$ cat src/rtl/mips_pkg.sv
// +--------------------------------------------------------------------+
// | mips_pkg - shared divider state encoding, widths and /0 results     |
// | Revision: 1.0                                                       |
// +--------------------------------------------------------------------+
`default_nettype none

package mips_pkg;

  localparam int DIVU_WIDTH = 32;

  typedef enum logic [1:0] {
    DIV_IDLE = 2'd0,
    DIV_RUN  = 2'd1,
    DIV_DONE = 2'd2
  } div_state_e;

  // Divide by zero: quotient is replicated from this bit, remainder is the dividend.
  localparam logic DIVZ_QUOT_BIT = 1'b1;

endpackage : mips_pkg

`default_nettype wire

$ cat src/rtl/fsubtractor.sv
// +--------------------------------------------------------------------+
// | fsubtractor - 1-bit full subtractor, {bout,diff} = inp1-inp2-bin    |
// | Revision: 1.0                                                       |
// +--------------------------------------------------------------------+
`default_nettype none

module fsubtractor (
  output logic diff,
  output logic bout,
  input  logic inp1,
  input  logic inp2,
  input  logic bin
);

  assign diff = inp1 ^ inp2 ^ bin;
  assign bout = (~inp1 & (inp2 | bin)) | (inp2 & bin);

endmodule : fsubtractor

`default_nettype wire

$ cat src/rtl/divu_serial.sv
// +--------------------------------------------------------------------+
// | divu_serial - restoring unsigned divider, one quotient bit / clock  |
// | Revision: 1.0                                                       |
// +--------------------------------------------------------------------+
`default_nettype none

module divu_serial
  import mips_pkg::*;
#(
  parameter int WIDTH = DIVU_WIDTH
) (
  input  logic             clk,
  input  logic             rst_n,
  input  logic             start,
  input  logic [WIDTH-1:0] dividend,
  input  logic [WIDTH-1:0] divisor,
  output logic             busy,
  output logic             done,
  output logic [WIDTH-1:0] quotient,
  output logic [WIDTH-1:0] remainder,
  output logic             div_by_zero
);

  localparam int CW = $clog2(WIDTH);

  div_state_e       state_q, state_d;
  logic [CW-1:0]    count_q, count_d;
  logic [WIDTH-1:0] q_q, q_d;
  logic [WIDTH-1:0] r_q, r_d;
  logic [WIDTH-1:0] d_q, d_d;
  logic [WIDTH-1:0] quot_q, quot_d;
  logic [WIDTH-1:0] rem_q, rem_d;
  logic             dbz_q, dbz_d;

  logic [WIDTH-1:0] step_t;
  logic [WIDTH-1:0] step_diff;
  logic [WIDTH:0]   step_borrow;
  logic             step_take;
  logic             step_last;

  assign step_t         = {r_q[WIDTH-2:0], q_q[WIDTH-1]};
  assign step_borrow[0] = 1'b0;

  for (genvar i = 0; i < WIDTH; i++) begin : g_sub
    fsubtractor u_fsub (
      .diff (step_diff[i]),
      .bout (step_borrow[i+1]),
      .inp1 (step_t[i]),
      .inp2 (d_q[i]),
      .bin  (step_borrow[i])
    );
  end

  // The bit shifted out of R makes the partial remainder exceed D, so it forces the subtract.
  assign step_take = r_q[WIDTH-1] | ~step_borrow[WIDTH];
  assign step_last = (count_q == CW'(WIDTH - 1));

  always_comb begin
    state_d = state_q;
    count_d = count_q;
    q_d     = q_q;
    r_d     = r_q;
    d_d     = d_q;
    quot_d  = quot_q;
    rem_d   = rem_q;
    dbz_d   = dbz_q;
    case (state_q)
      DIV_RUN: begin
        q_d     = {q_q[WIDTH-2:0], step_take};
        r_d     = step_take ? step_diff : step_t;
        count_d = count_q + CW'(1);
        if (step_last) begin
          state_d = DIV_DONE;
          count_d = '0;
          quot_d  = q_d;
          rem_d   = r_d;
        end
      end
      default: begin
        state_d = DIV_IDLE;
        if (start) begin
          dbz_d = (divisor == '0);
          if (divisor == '0) begin
            state_d = DIV_DONE;
            quot_d  = {WIDTH{DIVZ_QUOT_BIT}};
            rem_d   = dividend;
          end else begin
            state_d = DIV_RUN;
            q_d     = dividend;
            r_d     = '0;
            d_d     = divisor;
            count_d = '0;
          end
        end
      end
    endcase
  end

  always_ff @(posedge clk or negedge rst_n) begin
    if (!rst_n) begin
      state_q <= DIV_IDLE;
      count_q <= '0;
      q_q     <= '0;
      r_q     <= '0;
      d_q     <= '0;
      quot_q  <= '0;
      rem_q   <= '0;
      dbz_q   <= 1'b0;
    end else begin
      state_q <= state_d;
      count_q <= count_d;
      q_q     <= q_d;
      r_q     <= r_d;
      d_q     <= d_d;
      quot_q  <= quot_d;
      rem_q   <= rem_d;
      dbz_q   <= dbz_d;
    end
  end

  assign busy        = (state_q == DIV_RUN);
  assign done        = (state_q == DIV_DONE);
  assign quotient    = quot_q;
  assign remainder   = rem_q;
  assign div_by_zero = dbz_q;

endmodule : divu_serial

`default_nettype wire

$ cat config.mk
export PLATFORM = sky130hd
export DESIGN_NAME = divu_serial
export DESIGN_NICKNAME = d
export VERILOG_FILES = /design/src/rtl/mips_pkg.sv /design/src/rtl/fsubtractor.sv /design/src/rtl/divu_serial.sv
export SDC_FILE = /design/constraint.sdc
export NUM_CORES = 1
export LEC_CHECK = 0
export BUFFER_PORTS_ARGS = -buffer_cell sky130_fd_sc_hd__buf_2
export CORE_AREA = 2 2 161 163
export DETAILED_ROUTE_END_ITERATION = 6
export DIE_AREA = 0 0 163 165
export PLACE_DENSITY = 0.49
export SLEW_MARGIN = 20
export SYNTH_ARGS = -nofsm -noshare
export SYNTH_HDL_FRONTEND = slang
export SYNTH_SLANG_ARGS = --single-unit
$ cat constraint.sdc
create_clock -name clk -period 15.45 [get_ports clk]
set_input_delay 3.09 -clock clk [delete_from_list [all_inputs] [get_ports clk]]
set_output_delay 3.09 -clock clk [all_outputs]
set_load 0.01 [all_outputs]
==> results.json <==
{
  "synthTopCellsByArea": "dfrtp_1 53%, fa_1 7.9%, mux2i_1 7.9%",
  "nets": 890,
  "routabilityCongestion": 0.800,
  "status": "finished, final reports clean",
  "crit_path_top_delay_cell": "buf_4",
  "use_met3_pct": 3.97,
  "cts.sinks": 168,
  "cp_slowest_stage_delay_ps": 440,
  "hold_viol_final": 0,
  "crit_top_cell": "fa_1",
  "root_buffer": "clkbuf_16",
  "power-per-cell-area_mw_per_mm2": 191,
  "clockBufferDepth": 2,
  "clock_latency_ps": 430,
  "ir_drop_mv": 0.0806,
  "yosys.area.top_type_share_pct": 53.3,
  "area.growth.synth_to_final_pct": 19.9,
  "cellLeakagePower_nw": 3.92,
  "worst_slew_pin_slew_ps": 973,
  "setup_viol": 0,
  "dieArea_mm2": 0.0269,
  "drv_slew": 0,
  "crit_type": "reg -> reg",
  "post-cts-setup-buffers": 0,
  "fin_skew_ps": 7.94,
  "tritoncts": "done",
  "grt_pass1_vias": 5580,
  "fin_crit_ps": 14120,
  "ys_ff_latch": 168,
  "postRouteAntennaNets": 0,
  "start_kind": "register",
  "rsz0062_at_grt": "false",
  "core_mm2": 0.0250,
  "grt_use_total_pct": 16.3,
  "start_util_pct": 31.5,
  "gr-total-overflow": 0,
  "yosys_warnings": 0,
  "final.fill_count": 2493,
  "rows": 58,
  "fin_crit_sh_pct": 91.4,
  "maxCapViolations": 0,
  "dp_hpwl_um": 14400,
  "drive_above_1_share_pct": 26.9,
  "wire_per_inst_um": 18.3,
  "die_x_um": 163,
  "portBuffers": 133,
  "syn_nets": 773,
  "critPathLaunch": "q_q[31]$_DFFE_PN0P_",
  "arrival_ps": 14420,
  "grt-busiest-layer": "met2",
  "cts-resized-gates": 0,
  "numCtsBuffers": 17,
  "fp.dieH_um": 165,
  "regToRegStartpoint": "q_q[31]$_DFFE_PN0P_",
  "grt_antenna_before_repair": 2,
  "hold_class": "reg -> reg",
  "fmax_mhz": 70.8,
  "critPathMaxFanout": 33,
  "postCtsHoldBufs": 0,
  "routed-via-count": 5465,
  "grtUsageMet1_pct": 23.2,
  "async_flop_share_pct": 100,
  "dr.pass1.iters": 5,
  "end_kind": "register",
  "hold_start": "div_by_zero$_DFFE_PN0P_",
  "grt_max_degree": 96,
  "ys_seq_area_share_pct": 53.3,
  "synthFlopType": "dfrtp_1",
  "io_pins": 134,
  "synth_cells": 672,
  "avgSynthCellArea_um2": 11.7,
  "met2_usage_pct": 24.5,
  "totalWireLength_um": 20700,
  "whs_ps": 476,
  "drtIter0Drc": 296,
  "yosysTopAreaCell": "dfrtp_1",
  "ys_types": 35,
  "grt_first_pass_wirelength_um": 33200,
  "synth-edff-count": 0,
  "timing.setup.tns_ps": 0,
  "post-route-drc-count": 0,
  "viasPerCell": 4.83,
  "slew_headroom_pct": 35.1,
  "path_clk_slew_ps": 60,
  "synth_area_mm2": 0.00789,
  "required_ps": 15750,
  "ctsHtreeMaxLevel": 4
}
-- synthesized netlist by cell type (all sizes together), types with 3 or more instances --
| cell | count |
|---|---|
| a21oi | 35 |
| a221o | 30 |
| a22o | 4 |
| buf | 19 |
| clkbuf | 25 |
| dfrtp | 168 |
| fa | 31 |
| ha | 3 |
| inv | 36 |
| mux2 | 35 |
| mux2i | 62 |
| nand2 | 66 |
| nor2 | 66 |
| nor4 | 8 |
| o21ai | 37 |
| o2bb2ai | 32 |
-- where the power goes --
| part | total [mW] | switching (mW) | internal [mW] |
|---|---|---|---|
| Sequential | 0.692 | 0.109 | 0.583 |
| Combinational | 0.672 | 0.361 | 0.310 |
| Clock | 0.441 | 0.172 | 0.269 |
-- cell families (layout without fill, tap and decap cells) --
family / count (synthesis) / after routing / synth area share, %
buffers and inverters: 80 / 208 / 4.57
other: 0 / 2 / 0
DFF: 168 / 168 / 53.3
adders and majority gates: 34 / 34 / 8.34
muxes: 97 / 97 / 12.9
xor gates and xnor gates: 2 / 2 / 0.222
AOI/OAI and AO/OA: 139 / 139 / 12.7
and+or+nand+nor: 152 / 152 / 8.06
-- worst max-delay path, delay by kind of cell, from the launching register on --
kind	cells	cell delay (ps)
buffers and inverters	4	620
AND/OR/NAND/NOR	2	220
AO/OA/AOI/OAI	1	290
adder cells (fa/ha/maj)	32	12090
flip-flops	1	390
multiplexers	1	350
-- placed cells by master (no fill, tap or decap), drive strengths merged, types with 3 or more instances in the layout --
cell     count
nand2       66
buf        142
dfrtp      168
a21oi       35
mux2        35
nor2        66
fa          31
inv         36
bufinv       3
a221o       30
nor4         8
a22o         4
o2bb2ai     32
clkbuf      22
o21ai       37
ha           3
mux2i       62
clkinv       3
-- layer usage --
metal	wire length (µm)	up-vias
li1	-	2585
met1	9970	2742
met2	9470	118
met3	934	20
met4	327	0
met5	0	-
-- state kept, by name, indices dropped and copies added, names as in the netlist --
register     count
quotient        32
count_q          5
d_q             32
r_q             32
state_q          2
div_by_zero      1
q_q             32
remainder       32
-- path summary, 6_finish.rpt --
kind / slack [ps] / to / depth (start not counted)
worst min-delay path: 480 / div_by_zero$_DFFE_PN0P_ / 1
worst min register to register: 480 / div_by_zero$_DFFE_PN0P_ / 1
worst max register to register: 1330 / remainder[13]$_DFFE_PN0P_ / 40
min in group asynchronous: 2710 / d_q[5]$_DFFE_PN0P_ / 1
max in group asynchronous: 11240 / remainder[16]$_DFFE_PN0P_ / 2
worst max-delay path: 1330 / remainder[13]$_DFFE_PN0P_ / 40
-- final cells by class --
cell class | instances | area [µm²] | area share (%)
sequential | 168 | 4200 | 44.5
multi-input combinational | 424 | 3350 | 35.4
timing repair buffer | 142 | 747 | 7.90
clock buffer | 22 | 484 | 5.12
tap | 330 | 413 | 4.37
inverter | 36 | 135 | 1.43
clock inverter | 8 | 120 | 1.27
antenna | 2 | 5.00 | 0.0529
-- through the flow --
stage	util (%)	setup WS [ps]	cell area [µm²]	instances	total power, mW
after floorplan	-	1800	7890	672	1.19
after global placement	35.3	1480	8830	1099	1.38
after detailed placement	35.3	1350	8830	1099	1.38
after CTS	37.7	1340	9440	1129	1.83
after global routing	37.8	777	9460	1131	1.97
final	37.8	1330	9460	1132	1.81
No activity file was read; power rests on OpenSTA's default activity.
